[src/rtl/alu_formula_seq.sv]
// Multi-cycle sequencer driving a 74181-style 4-bit ALU to evaluate
// R = ((A + B) - C) ^ D, one ALU operation per step.
module alu_formula_seq #(
  parameter int STEP_WAIT = 0
) (
  input  logic       clk,
  input  logic       rst,
  input  logic       start,
  input  logic [3:0] A,
  input  logic [3:0] B,
  input  logic [3:0] C,
  input  logic [3:0] D,
  output logic       busy,
  output logic       done,
  output logic [3:0] result,
  output logic       carry,
  output logic       borrow,
  output logic [3:0] alu_A,
  output logic [3:0] alu_B,
  output logic [3:0] alu_S,
  output logic       alu_M,
  output logic       alu_NotCi,
  input  logic [3:0] alu_Y,
  input  logic       alu_NotC0
);

  typedef enum logic [2:0] {
    IDLE  = 3'd0,
    ADD   = 3'd1,
    SUB   = 3'd2,
    LOGIC = 3'd3,
    DONE  = 3'd4
  } state_t;

  localparam logic [3:0] WAIT = 4'(STEP_WAIT);

  state_t     state_q;
  logic [3:0] acc_q;
  logic [3:0] opb_q;
  logic [3:0] opc_q;
  logic [3:0] opd_q;
  logic [3:0] wcnt_q;
  logic [3:0] result_q;
  logic       carry_q;
  logic       borrow_q;
  logic       step_end;

  assign step_end = (wcnt_q == WAIT);

  always_ff @(posedge clk or posedge rst) begin
    if (rst) begin
      state_q  <= IDLE;
      acc_q    <= '0;
      opb_q    <= '0;
      opc_q    <= '0;
      opd_q    <= '0;
      wcnt_q   <= '0;
      result_q <= '0;
      carry_q  <= 1'b0;
      borrow_q <= 1'b0;
    end else begin
      case (state_q)
        IDLE, DONE: begin
          if (start) begin
            acc_q   <= A;
            opb_q   <= B;
            opc_q   <= C;
            opd_q   <= D;
            wcnt_q  <= '0;
            state_q <= ADD;
          end else begin
            state_q <= IDLE;
          end
        end
        ADD: begin
          if (step_end) begin
            acc_q   <= alu_Y;
            carry_q <= ~alu_NotC0;
            wcnt_q  <= '0;
            state_q <= SUB;
          end else begin
            wcnt_q  <= wcnt_q + 4'd1;
          end
        end
        SUB: begin
          // active-low carry out of A-B is the borrow
          if (step_end) begin
            acc_q    <= alu_Y;
            borrow_q <= alu_NotC0;
            wcnt_q   <= '0;
            state_q  <= LOGIC;
          end else begin
            wcnt_q   <= wcnt_q + 4'd1;
          end
        end
        LOGIC: begin
          if (step_end) begin
            acc_q    <= alu_Y;
            result_q <= alu_Y;
            wcnt_q   <= '0;
            state_q  <= DONE;
          end else begin
            wcnt_q   <= wcnt_q + 4'd1;
          end
        end
        default: begin
          wcnt_q  <= '0;
          state_q <= IDLE;
        end
      endcase
    end
  end

  always_comb begin
    alu_A     = '0;
    alu_B     = '0;
    alu_S     = 4'b0000;
    alu_M     = 1'b1;
    alu_NotCi = 1'b1;
    case (state_q)
      ADD: begin
        alu_A     = acc_q;
        alu_B     = opb_q;
        alu_S     = 4'b1001;
        alu_M     = 1'b0;
      end
      SUB: begin
        alu_A     = acc_q;
        alu_B     = opc_q;
        alu_S     = 4'b0110;
        alu_M     = 1'b0;
        alu_NotCi = 1'b0;
      end
      LOGIC: begin
        alu_A     = acc_q;
        alu_B     = opd_q;
        alu_S     = 4'b0110;
      end
      default: ;
    endcase
  end

  assign busy   = (state_q == ADD) || (state_q == SUB) ||
                  (state_q == LOGIC);
  assign done   = (state_q == DONE);
  assign result = result_q;
  assign carry  = carry_q;
  assign borrow = borrow_q;

endmodule

[config.mk]
export PLATFORM = sky130hd
export DESIGN_NAME = alu_formula_seq
export DESIGN_NICKNAME = d
export VERILOG_FILES = /design/src/rtl/alu_formula_seq.sv
export SDC_FILE = /design/constraint.sdc
export NUM_CORES = 1
export LEC_CHECK = 0
export ABC_AREA = 0
export CELL_PAD_IN_SITES_DETAIL_PLACEMENT = 2
export CELL_PAD_IN_SITES_GLOBAL_PLACEMENT = 2
export CORE_UTILIZATION = 31
export DETAILED_ROUTE_END_ITERATION = 6
export GPL_TIMING_DRIVEN = 0
export PLACE_DENSITY = 0.83
export SYNTH_ARGS = -nofsm -noshare
export SYNTH_HDL_FRONTEND = slang
export SYNTH_SLANG_ARGS = --single-unit
[constraint.sdc]
create_clock -name clk -period 5.4 [get_ports clk]
set_clock_uncertainty 0.05 [all_clocks]
set_input_delay 1.35 -clock clk [delete_from_list [all_inputs] [get_ports clk]]
set_output_delay 1.35 -clock clk [all_outputs]
set_load 0.01 [all_outputs]
==> metrics.yaml <==
cts:
  cts_tree: "done"
  cts_root_buf: "clkbuf_8"
  h-tree-depth: 2
  numCtsBuffers: 5
  cts_max_path_buffers: 2
  cts_setup_buffers: 0
  clock-sinks: 29
  holdBufCountCts: 0
  clkLatencyLatePin_ns: 0.28
  cts_resized: 0
  clkTransAtPathRegs_ns: 0.07
worst_setup_path:
  crit_buf_inv: 2
  endpoint_kind: "output port"
  critPathTopFamily: "buffers and inverters"
  cp.arrival_ns: 2.23
  crit_chain: "buf_2 -> nor2b_1 -> a22oi_1 -> nor2_1 -> clkdlybuf4s50_1"
  crit_path_top_delay_cell: "clkdlybuf4s50_1"
  start_kind: "flop"
  timing_worst_setup_path_type: "flop to output port"
  worstPathRequired_ns: 4.00
  critPathMaxFanout: 10
  slowest_delay_ns: 0.55
place:
  dp_hpwl_mm: 3.03
  portBuffers: 45
  place.gp.congestion: 0.789
  dpl_cell_area_sq_um: 2000
  dp_cells: 228
drt:
  wl_per_cell_um: 17.0
  vias: 1180
  drt_iter0_drc: 37
  totalWireLength_mm: 4.02
  drtAntennaViolNets: 0
  remaining_drc_errors: 0
  drtPass1Iterations: 5
  viasPerCell: 5.00
logic_synthesis:
  yosysTopAreaCellShare_pct: 49.0
  synth_fa_ha_area_share_pct: 1.69
  ys_seq_area_share_pct: 49.0
  synth_edf_count: 0
  syn-cell-area_sq_um: 1480
  syn_inst: 131
  synth_xor_area_share_pct: 0.591
  synthArstFlopShare_pct: 100
  synth_ff_type: "dfrtp_1"
  synth_top_family_by_area: "simple AND/OR/NAND/NOR gates"
  yosysWarnings: 0
  muxShareOfSynthArea_pct: 16.9
  avgSynthCellArea_sq_um: 11.3
  ys_seq_elements: 29
  syn_nets: 157
  synth_top_cell_by_area: "dfrtp_1"
  synthTopCellsByArea: "dfrtp_1 49%, mux2_2 11%, a211oi_1 4.1%, mux2_1 3.8%, and2_1 2.1%"
  ys_types: 33
  synth_compound_area_share_pct: 8.95
  yosys.area_share.simple_pct: 17.3
cells_and_area:
  design_area_sq_um: 2100
  drive_gt1_share_pct: 17.9
  nets: 209
  antenna_cells: 0
  stdcell_count: 236
  filler_cell_count: 470
  areaGrowthSynthToFinish_pct: 41.6
pwr:
  total_power_w: 0.00122
  vdd_drop_max_v: 0.000240
  p_per_area_nw_per_um2: 583
  p_leak_nw: 0.906
global_route:
  grt_pass1_vias: 1333
  grtUsageTotal_pct: 17.5
  grt_pass1_wl_mm: 6.76
  antenna_found_initial: 0
  grt_max_degree: 30
  overflow: 0
die:
  core_area_sq_um: 4470
  ioPinCount: 46
  start_util_pct: 33.1
  die_area_sq_um: 5060
  row_count: 24
  die_y_um: 71.1
  die_w_um: 71.1
hold_path:
  hold_class: "flop to flop"
sta:
  rsz0062_at_grt: "false"
  setup_tns_ns: 0
  holdWs_ns: 0.450
  worst_pin_slew_ns: 1.15
  setup_violations: 0
  final.min_clock_period_ns: 3.63
  max_freq_ghz: 0.275
  final-max-slew-violation-count: 0
  hold_viol: 0
  relSlewSlack_pct: 23.4
  period_share_pct: 67.2
run_status:
  status: "finished, final reports clean"
flow_run:
  maxCapViolCount: 0
==> stage by stage <==
| stage | util [%] | setup slack, ns |
|---|---|---|
| floorplan | - | 2.69 |
| global placement | 44.6 | 2.11 |
| detailed placement | 44.6 | 2.07 |
| CTS | 46.9 | 1.73 |
| global route | 46.9 | 1.65 |
| finish | 46.9 | 1.77 |
==> state kept, by name, indices dropped and copies added, names as in the netlist <==
register	count
borrow	1
result	4
state_q	3
opd_q	4
carry	1
opc_q	4
acc_q	4
opb_q	4
wcnt_q	4
==> kinds of logic (layout without fill, tap and decap cells) <==
group | Yosys count | count (layout)
AND/OR/NAND/NOR | 42 | 42
flip-flops | 29 | 29
multiplexers | 22 | 22
buffers and inverters | 18 | 71
AO/OA/AOI/OAI | 17 | 17
adder cells (fa/ha/maj) | 2 | 2
XOR/XNOR | 1 | 1
==> area by class of cell <==
class	instances	area [sq um]	share of cell area, %
clock inverter	1	5.00	0.239
inverter	8	30.0	1.43
clock buffer	7	96.3	4.59
buffer	10	52.6	2.50
multi-input combinational	84	673	32.1
sequential	29	726	34.6
tap	52	65.1	3.10
timing repair buffer	45	450	21.5
==> metal layers <==
metal  up-vias  global-route usage, %  routed length [um]
met3         3                   3.99                 132
met4         0                   4.67                  26
met1       586                   22.5                1790
li1        564                      -                   -
met5         -                      0                   0
met2        27                   29.7                2080
==> synthesized netlist by cell type, types with 4 or more instances <==
library cell / count
a211oi_1: 8
a22oi_1: 4
and2_1: 5
clkbuf_1: 4
dfrtp_1: 29
inv_1: 8
mux2_1: 5
mux2_2: 15
nand2_1: 5
nand3b_1: 4
nor2_1: 5
nor3_1: 5
==> report_power, final <==
| part | internal (W) | total, W | switching, W |
|---|---|---|---|
| Clock | 0.000115 | 0.000197 | 0.0000824 |
| Sequential | 0.000314 | 0.000373 | 0.0000591 |
| Combinational | 0.000369 | 0.000654 | 0.000284 |
| Total | 0.000798 | 0.00122 | 0.000426 |
==> placed cells by master (no fill, tap or decap) <==
cell type | synthesis | routed
o21bai_1 | 1 | 1
o31ai_1 | 1 | 1
nor3_1 | 5 | 5
inv_1 | 8 | 8
mux2_1 | 5 | 5
a22o_1 | 2 | 2
nand3_1 | 3 | 3
mux2_4 | 1 | 1
mux2i_1 | 1 | 1
ha_1 | 2 | 2
nand2_1 | 5 | 5
clkbuf_8 | 0 | 7
mux2_2 | 15 | 15
nand2b_1 | 1 | 1
buf_4 | 3 | 3
or3b_1 | 2 | 2
clkbuf_1 | 4 | 4
buf_2 | 3 | 3
or2_2 | 1 | 1
nand4b_1 | 1 | 1
nand3b_1 | 4 | 4
nor2b_1 | 3 | 3
nor2_1 | 5 | 5
a211oi_1 | 8 | 8
dfrtp_1 | 29 | 29
a22oi_1 | 4 | 4
nor3b_1 | 3 | 3
o21ba_2 | 1 | 1
or4b_1 | 1 | 1
or2_1 | 1 | 1
xnor2_1 | 1 | 1
clkdlybuf4s50_1 | 0 | 45
nor4b_2 | 1 | 1
and3_1 | 1 | 1
clkinv_2 | 0 | 1
and2_1 | 5 | 5
==> final timing paths <==
kind / depth (start not counted) / endpoint / start / slack [ns]
hold / removal: 1 / opd_q[3] / opd_q[3] / 0.45
max in group asynchronous: 2 / wcnt_q[0] / rst / 2.98
min in group asynchronous: 2 / acc_q[3] / rst / 1.62
setup / recovery: 5 / alu_B[3] / state_q[0] / 1.77
hold reg to reg: 1 / opd_q[3] / opd_q[3] / 0.45
setup reg to reg: 6 / result[2] / wcnt_q[0] / 3.36
Note: power is estimated with default switching activity, not from simulation.
